$ cat src/rtl/rst_seq_multi.sv
// -----------------------------------------------------------------------------
// rst_seq_multi
//
// Multi-domain reset sequencer. It holds NDOMAINS active-low domain resets
// after power reset, waits for PLL lock and then releases the domains one at a
// time in index order, STEP_CYCLES apart. One domain (CALIB_DOMAIN) can also be
// gated on DDR calibration. Per-domain soft-reset requests re-sequence the
// requested domain and every domain above it. Loss of PLL lock puts every
// domain back into reset and restarts the sequence.
//
// Optional feature (compile-time macro RST_SEQ_WDOG_EN):
//   defined   - a watchdog forces release of CALIB_DOMAIN after CALIB_TIMEOUT
//               cycles in WAIT_CALIB and sets o_calib_timeout.
//   undefined - WAIT_CALIB waits indefinitely; o_calib_timeout is tied to 0.
//
// Ports:
//   i_clk            single clock (reference oscillator domain)
//   i_rst            asynchronous active-high reset
//   i_pll_lock       PLL locked, asynchronous (synchronised internally)
//   i_calib_done     DDR calibration complete, asynchronous (synchronised)
//   i_sw_rst_req     per-domain soft-reset request, level, synchronous
//   o_nrst           active-low domain resets, registered
//   o_state          FSM state encoding (HOLD=0 .. SW_HOLD=5)
//   o_lock_lost      sticky: PLL lock dropped after a domain was released
//   o_calib_timeout  sticky: calibration watchdog fired
// -----------------------------------------------------------------------------
module rst_seq_multi #(
    parameter int NDOMAINS      = 4,
    parameter int SYNC_STAGES   = 2,
    parameter int STEP_CYCLES   = 16,
    parameter int CALIB_DOMAIN  = 3,
    parameter int SW_RST_CYCLES = 8,
    parameter int CALIB_TIMEOUT = 65536
) (
    input  logic                i_clk,
    input  logic                i_rst,
    input  logic                i_pll_lock,
    input  logic                i_calib_done,
    input  logic [NDOMAINS-1:0] i_sw_rst_req,
    output logic [NDOMAINS-1:0] o_nrst,
    output logic [2:0]          o_state,
    output logic                o_lock_lost,
    output logic                o_calib_timeout
);

    typedef enum logic [2:0] {
        S_HOLD       = 3'd0,
        S_WAIT_LOCK  = 3'd1,
        S_RELEASE    = 3'd2,
        S_WAIT_CALIB = 3'd3,
        S_RUN        = 3'd4,
        S_SW_HOLD    = 3'd5
    } state_t;

    localparam int IDX_W  = $clog2(NDOMAINS);
    localparam int STEP_W = $clog2(STEP_CYCLES) + 1;
    localparam int HOLD_W = $clog2(SW_RST_CYCLES) + 1;

    localparam logic [STEP_W-1:0] STEP_LOAD = STEP_W'(STEP_CYCLES - 1);
    localparam logic [HOLD_W-1:0] HOLD_LOAD = HOLD_W'(SW_RST_CYCLES - 1);
    localparam logic [IDX_W-1:0]  LAST_IDX  = IDX_W'(NDOMAINS - 1);

    if (NDOMAINS < 2 || NDOMAINS > 8 || SYNC_STAGES < 2 || SYNC_STAGES > 4 ||
        STEP_CYCLES < 1 || SW_RST_CYCLES < 1 || CALIB_DOMAIN < 0 ||
        CALIB_DOMAIN > NDOMAINS || CALIB_TIMEOUT < 1) begin : g_param_check
        $error("rst_seq_multi: parameter out of range");
    end

    logic [SYNC_STAGES-1:0] lock_sync;
    logic [SYNC_STAGES-1:0] calib_sync;
    logic                   lock_s;
    logic                   calib_s;

    state_t              state,    state_d;
    logic [STEP_W-1:0]   step_cnt, step_cnt_d;
    logic [HOLD_W-1:0]   hold_cnt, hold_cnt_d;
    logic [IDX_W-1:0]    idx,      idx_d;
    logic [NDOMAINS-1:0] nrst,     nrst_d;
    logic                released, released_d;   // any domain released so far
    logic                lock_lost, lock_lost_d;

    logic                release_now;
    logic [IDX_W-1:0]    sw_idx;                 // lowest requested domain
    logic                wdog_expired;

    // NOTE: state is updated with non-blocking assignments so every flop
    // samples the pre-edge values regardless of statement order.
    always_ff @(posedge i_clk or posedge i_rst) begin
        if (i_rst) begin
            lock_sync  <= '0;
            calib_sync <= '0;
        end else begin
            lock_sync  <= {lock_sync[SYNC_STAGES-2:0], i_pll_lock};
            calib_sync <= {calib_sync[SYNC_STAGES-2:0], i_calib_done};
        end
    end

    assign lock_s  = lock_sync[SYNC_STAGES-1];
    assign calib_s = calib_sync[SYNC_STAGES-1];

    always_comb begin
        sw_idx = '0;
        for (int i = NDOMAINS - 1; i >= 0; i--) begin
            if (i_sw_rst_req[i]) sw_idx = IDX_W'(i);
        end
    end

    // NOTE: every signal written here gets a default first, so no path can
    // leave one unassigned and infer a latch.
    always_comb begin
        state_d     = state;
        step_cnt_d  = step_cnt;
        hold_cnt_d  = hold_cnt;
        idx_d       = idx;
        nrst_d      = nrst;
        released_d  = released;
        lock_lost_d = lock_lost;
        release_now = 1'b0;

        case (state)
            S_HOLD: begin
                nrst_d  = '0;
                state_d = S_WAIT_LOCK;
            end
            S_WAIT_LOCK: begin
                nrst_d = '0;
                if (lock_s) begin
                    step_cnt_d = STEP_LOAD;
                    idx_d      = '0;
                    state_d    = S_RELEASE;
                end
            end
            S_RELEASE: begin
                if (step_cnt != '0) begin
                    step_cnt_d = step_cnt - 1'b1;
                end else if (int'(idx) == CALIB_DOMAIN && !calib_s) begin
                    state_d = S_WAIT_CALIB;
                end else begin
                    release_now = 1'b1;
                end
            end
            S_WAIT_CALIB: begin
                if (calib_s || wdog_expired) release_now = 1'b1;
            end
            S_RUN: begin
                if (|i_sw_rst_req) begin
                    // The requested domain and everything above it go back
                    // into reset; lower domains keep running.
                    for (int i = 0; i < NDOMAINS; i++) begin
                        if (i >= int'(sw_idx)) nrst_d[i] = 1'b0;
                    end
                    idx_d      = sw_idx;
                    hold_cnt_d = HOLD_LOAD;
                    state_d    = S_SW_HOLD;
                end
            end
            S_SW_HOLD: begin
                if (hold_cnt != '0) begin
                    hold_cnt_d = hold_cnt - 1'b1;
                end else begin
                    step_cnt_d = STEP_LOAD;
                    state_d    = S_RELEASE;
                end
            end
            default: state_d = S_HOLD;
        endcase

        if (release_now) begin
            nrst_d[idx] = 1'b1;
            released_d  = 1'b1;
            step_cnt_d  = STEP_LOAD;
            if (idx == LAST_IDX) begin
                state_d = S_RUN;
            end else begin
                idx_d   = idx + 1'b1;
                state_d = S_RELEASE;
            end
        end

        // Lock loss overrides everything decided above in the same cycle.
        if (!lock_s && state != S_HOLD && state != S_WAIT_LOCK) begin
            nrst_d  = '0;
            state_d = S_WAIT_LOCK;
            if (released) lock_lost_d = 1'b1;
        end
    end

    always_ff @(posedge i_clk or posedge i_rst) begin
        if (i_rst) begin
            state     <= S_HOLD;
            step_cnt  <= '0;
            hold_cnt  <= '0;
            idx       <= '0;
            nrst      <= '0;
            released  <= 1'b0;
            lock_lost <= 1'b0;
        end else begin
            state     <= state_d;
            step_cnt  <= step_cnt_d;
            hold_cnt  <= hold_cnt_d;
            idx       <= idx_d;
            nrst      <= nrst_d;
            released  <= released_d;
            lock_lost <= lock_lost_d;
        end
    end

`ifdef RST_SEQ_WDOG_EN
    localparam int WDOG_W = $clog2(CALIB_TIMEOUT) + 1;
    localparam logic [WDOG_W-1:0] WDOG_LAST = WDOG_W'(CALIB_TIMEOUT - 1);

    logic [WDOG_W-1:0] wdog_cnt;
    logic              calib_timeout;

    // Fires on the CALIB_TIMEOUT-th cycle spent in WAIT_CALIB.
    assign wdog_expired = (state == S_WAIT_CALIB) && (wdog_cnt == WDOG_LAST);

    always_ff @(posedge i_clk or posedge i_rst) begin
        if (i_rst) begin
            wdog_cnt      <= '0;
            calib_timeout <= 1'b0;
        end else begin
            if (state == S_WAIT_CALIB && !wdog_expired) begin
                wdog_cnt <= wdog_cnt + 1'b1;
            end else begin
                wdog_cnt <= '0;
            end
            // Only flag a forced release: not when calibration arrived in
            // the same cycle, and not when lock loss pre-empts the release.
            if (wdog_expired && !calib_s && lock_s) calib_timeout <= 1'b1;
        end
    end

    assign o_calib_timeout = calib_timeout;
`else
    assign wdog_expired    = 1'b0;
    assign o_calib_timeout = 1'b0;
`endif

    assign o_nrst      = nrst;
    assign o_state     = state;
    assign o_lock_lost = lock_lost;

endmodule

$ cat config.mk
export PLATFORM = sky130hd
export DESIGN_NAME = rst_seq_multi
export DESIGN_NICKNAME = d
export VERILOG_FILES = /design/src/rtl/rst_seq_multi.sv
export SDC_FILE = /design/constraint.sdc
export NUM_CORES = 1
export LEC_CHECK = 0
export ABC_AREA = 1
export CORE_MARGIN = 4
export CORE_UTILIZATION = 33
export CTS_CLUSTER_SIZE = 14
export DETAILED_ROUTE_END_ITERATION = 16
export PLACE_DENSITY = 0.63
export RECOVER_POWER = 100
export SLEW_MARGIN = 20
export SYNTH_ARGS = -nofsm -noshare
export SYNTH_HDL_FRONTEND = slang
export SYNTH_SLANG_ARGS = --single-unit
$ cat constraint.sdc
create_clock -name i_clk -period 3.9 [get_ports i_clk]
set_input_delay 0.39 -clock i_clk [delete_from_list [all_inputs] [get_ports i_clk]]
set_output_delay 0.39 -clock i_clk [all_outputs]
set_load 0.05 [all_outputs]
==> impl_metrics.toml <==
[run_status]
outcome = "completed"

[grt]
grt_max_degree = 25
grt_overflow = 0
grt.total_usage_pct = 11.6
antenna_found_initial = 0
grt_pass1_vias = 1134
grt_pass1_wl_um = 5030

[clock_network]
clock_latency_ns = 0.27
cts_sinks = 24
cts_resized = 0
cts_buffers = 3
ctsLongestPathBuffers = 2
ctsRootBufferMaster = "clkbuf_8"
post_cts_buffers = 0
cts_tree = "built"
hold_buffers = 0
cts_max_level = 1
path_clk_slew_ns = 0.08

[synth]
synth_cells = 184
ys_top_cells_by_count = "nand2_1 (38), dfrtp_1 (24), inv_1 (22), nor2_1 (16), nand3_1 (12)"
synth_area_sq_um = 1460
synthDistinctLibCells = 31
synth-simple-area-share_pct = 32.4
syn_avg_cell_area_sq_um = 7.92
synth.ff_latch_count = 24
yosysTopAreaCellShare_pct = 41.2
yosys.area_share.xor_xnor_pct = 0.601
synth_seq_area_share_pct = 41.2
synth_top_family_by_area = "simple AND/OR/NAND/NOR gates"
synthTopCellsByArea = "dfrtp_1 (41%), nand2_1 (9.8%), ha_1 (6.0%)"
synth_edf_count = 0
yosysTopAreaCell = "dfrtp_1"
muxShareOfSynthArea_pct = 0
ys.flop_type = "dfrtp_1"
yosysMostFrequentCell = "nand2_1"
synth_compound_area_share_pct = 12.0
synth.net_count = 199
synthAdderAreaFrac_pct = 6.01
synthArstFlopShare_pct = 100
yosysWarnings = 0

[worst_setup_path]
cp.arrival_ns = 1.68
endpoint = "o_state[2]"
reg2reg_to = "step_cnt[0]"
crit_path_end_kind = "output port"
worst-path-max-fanout = 7
critPathLaunch = "o_state[2]"
critPathSlowestCell = "dlygate4sd3_1"
r2r_slack_ns = 1.92
crit_chain = "dlygate4sd3_1"
critPathBufInv = 1
critPathLaunchType = "register"
slowest_delay_ns = 0.92
r2r_cells = 8
crit_family = "buffers and inverters"
critPathKind = "register to output port"
worst-path-stages = 1
r2r_start = "o_state[1]"
worstPathRequired_ns = 3.51

[cells_and_area]
final_area_sq_um = 1650
final_cells = 251
final_nets = 218
drive_gt1_share_pct = 8.46
syn2layout_area_growth_pct = 13.5
antennaDiodeCount = 0
fill_cells = 451

[timing]
finClkSkew_ns = 0.00529
setup_viol = 0
setup_slack_ns = 1.83
max_freq_mhz = 482
rsz0062_at_grt = "no"
setup_tns_ns = 0
worstMarginPinSlew_ns = 0.891
min_period_over_period_pct = 53.2
final_hold_viol_count = 0
slew_headroom_pct = 40.5
period_minus_slack_ns = 2.07
slew_viol_final = 0

[route]
drt_iter0_drc = 83
ant_nets = 0
wl_um = 2880
first_pass_iters = 4
viasPerCell = 4.80
dr_total_vias = 1204
route.detailed.drc = 0
wl_per_cell_um = 11.5

[floorplan]
die_y_um = 74.4
num_io_pins = 17
initial_core_util_pct = 35.1
die_x_um = 74.4
num_rows = 23
die_area_sq_um = 5540
coreArea_sq_um = 4140

[placement]
pre_cts_ws_ns = 2.15
dp.cells = 248
port_buffers = 15
dp_hpwl_um = 2190
placed_area_sq_um = 1660
gp_congestion = 0.797

[power]
leakagePower_uw = 0.000822
powerDensity_nw_per_um2 = 684
irDropWorstVdd_uv = 347
finalPower_uw = 1130

[run]
cap_viol_max_count = 0

[worst_hold_path]
hp-class = "register to register"
routing by layer:
layer	global-route usage, %	vias to the layer above	wire length (um)
met1	16.6	552	1450
met3	1.62	5	80
met2	17.3	21	1290
met5	0	-	0
li1	-	626	-
met4	5.34	0	58
worst min path at each step:
| stage | from | end | slack (ns) | cells past startpoint |
|---|---|---|---|---|
| floorplan | calib_sync[0] | calib_sync[1] | 0.33 | 0 |
| global placement | calib_sync[0] | calib_sync[1] | 0.33 | 0 |
| detailed placement | calib_sync[0] | calib_sync[1] | 0.35 | 0 |
| CTS | lock_sync[0] | lock_sync[1] | 0.37 | 0 |
| global route | lock_sync[0] | lock_sync[1] | 0.37 | 0 |
| finish | lock_sync[0] | lock_sync[1] | 0.36 | 0 |
state kept, by name (all words and copies together) (netlist names):
register     count
o_lock_lost      1
o_state          3
calib_sync       2
step_cnt         5
o_nrst           4
idx              2
lock_sync        2
released         1
hold_cnt         4
power by group:
part / internal, uW / total [uW] / switching (uW)
combinational: 193 / 598 / 405
clock: 69.1 / 145 / 75.6
sequential: 317 / 387 / 69.9
total: 579 / 1130 / 551
kinds of logic (layout without fill, tap and decap cells):
family                   Yosys count  in the layout
other                              1              1
flip-flops                        24             24
AND/OR/NAND/NOR                   92             92
buffers and inverters             28             45
XOR/XNOR                           1              1
AO/OA/AOI/OAI                     31             31
adder cells (fa/ha/maj)            7              7
final cells by class:
cell class / count / area (sq um) / area share, %
clock buffers: 3 / 41.3 / 2.50
inverters: 27 / 101 / 6.13
multi-input cells: 132 / 697 / 42.2
flip-flops and latches: 24 / 601 / 36.3
well taps: 50 / 62.6 / 3.79
repair buffers: 15 / 150 / 9.08
cells in the final DEF (no fill, tap or decap), drive strengths merged:
cell,instances
conb,1
or2,1
clkdlybuf4s50,4
a21oi,7
inv,27
nand2,48
o31ai,1
o21ai,18
a31oi,2
xnor2,1
nor2,20
ha,7
dfrtp,24
nand4,4
nand3b,1
o211ai,1
nand3,14
a21o,1
o21bai,1
dlygate4sd3,11
nor3,4
clkbuf,3
per-stage QoR:
step / hold WS [ns] / util, %
after global routing: 0.369 / 39.9
after detailed placement: 0.347 / 40.1
after global placement: 0.334 / 40.1
after floorplan: 0.331 / -
after CTS: 0.366 / 41.1
final: 0.358 / 39.9
Power figures use the tool's default switching activity.
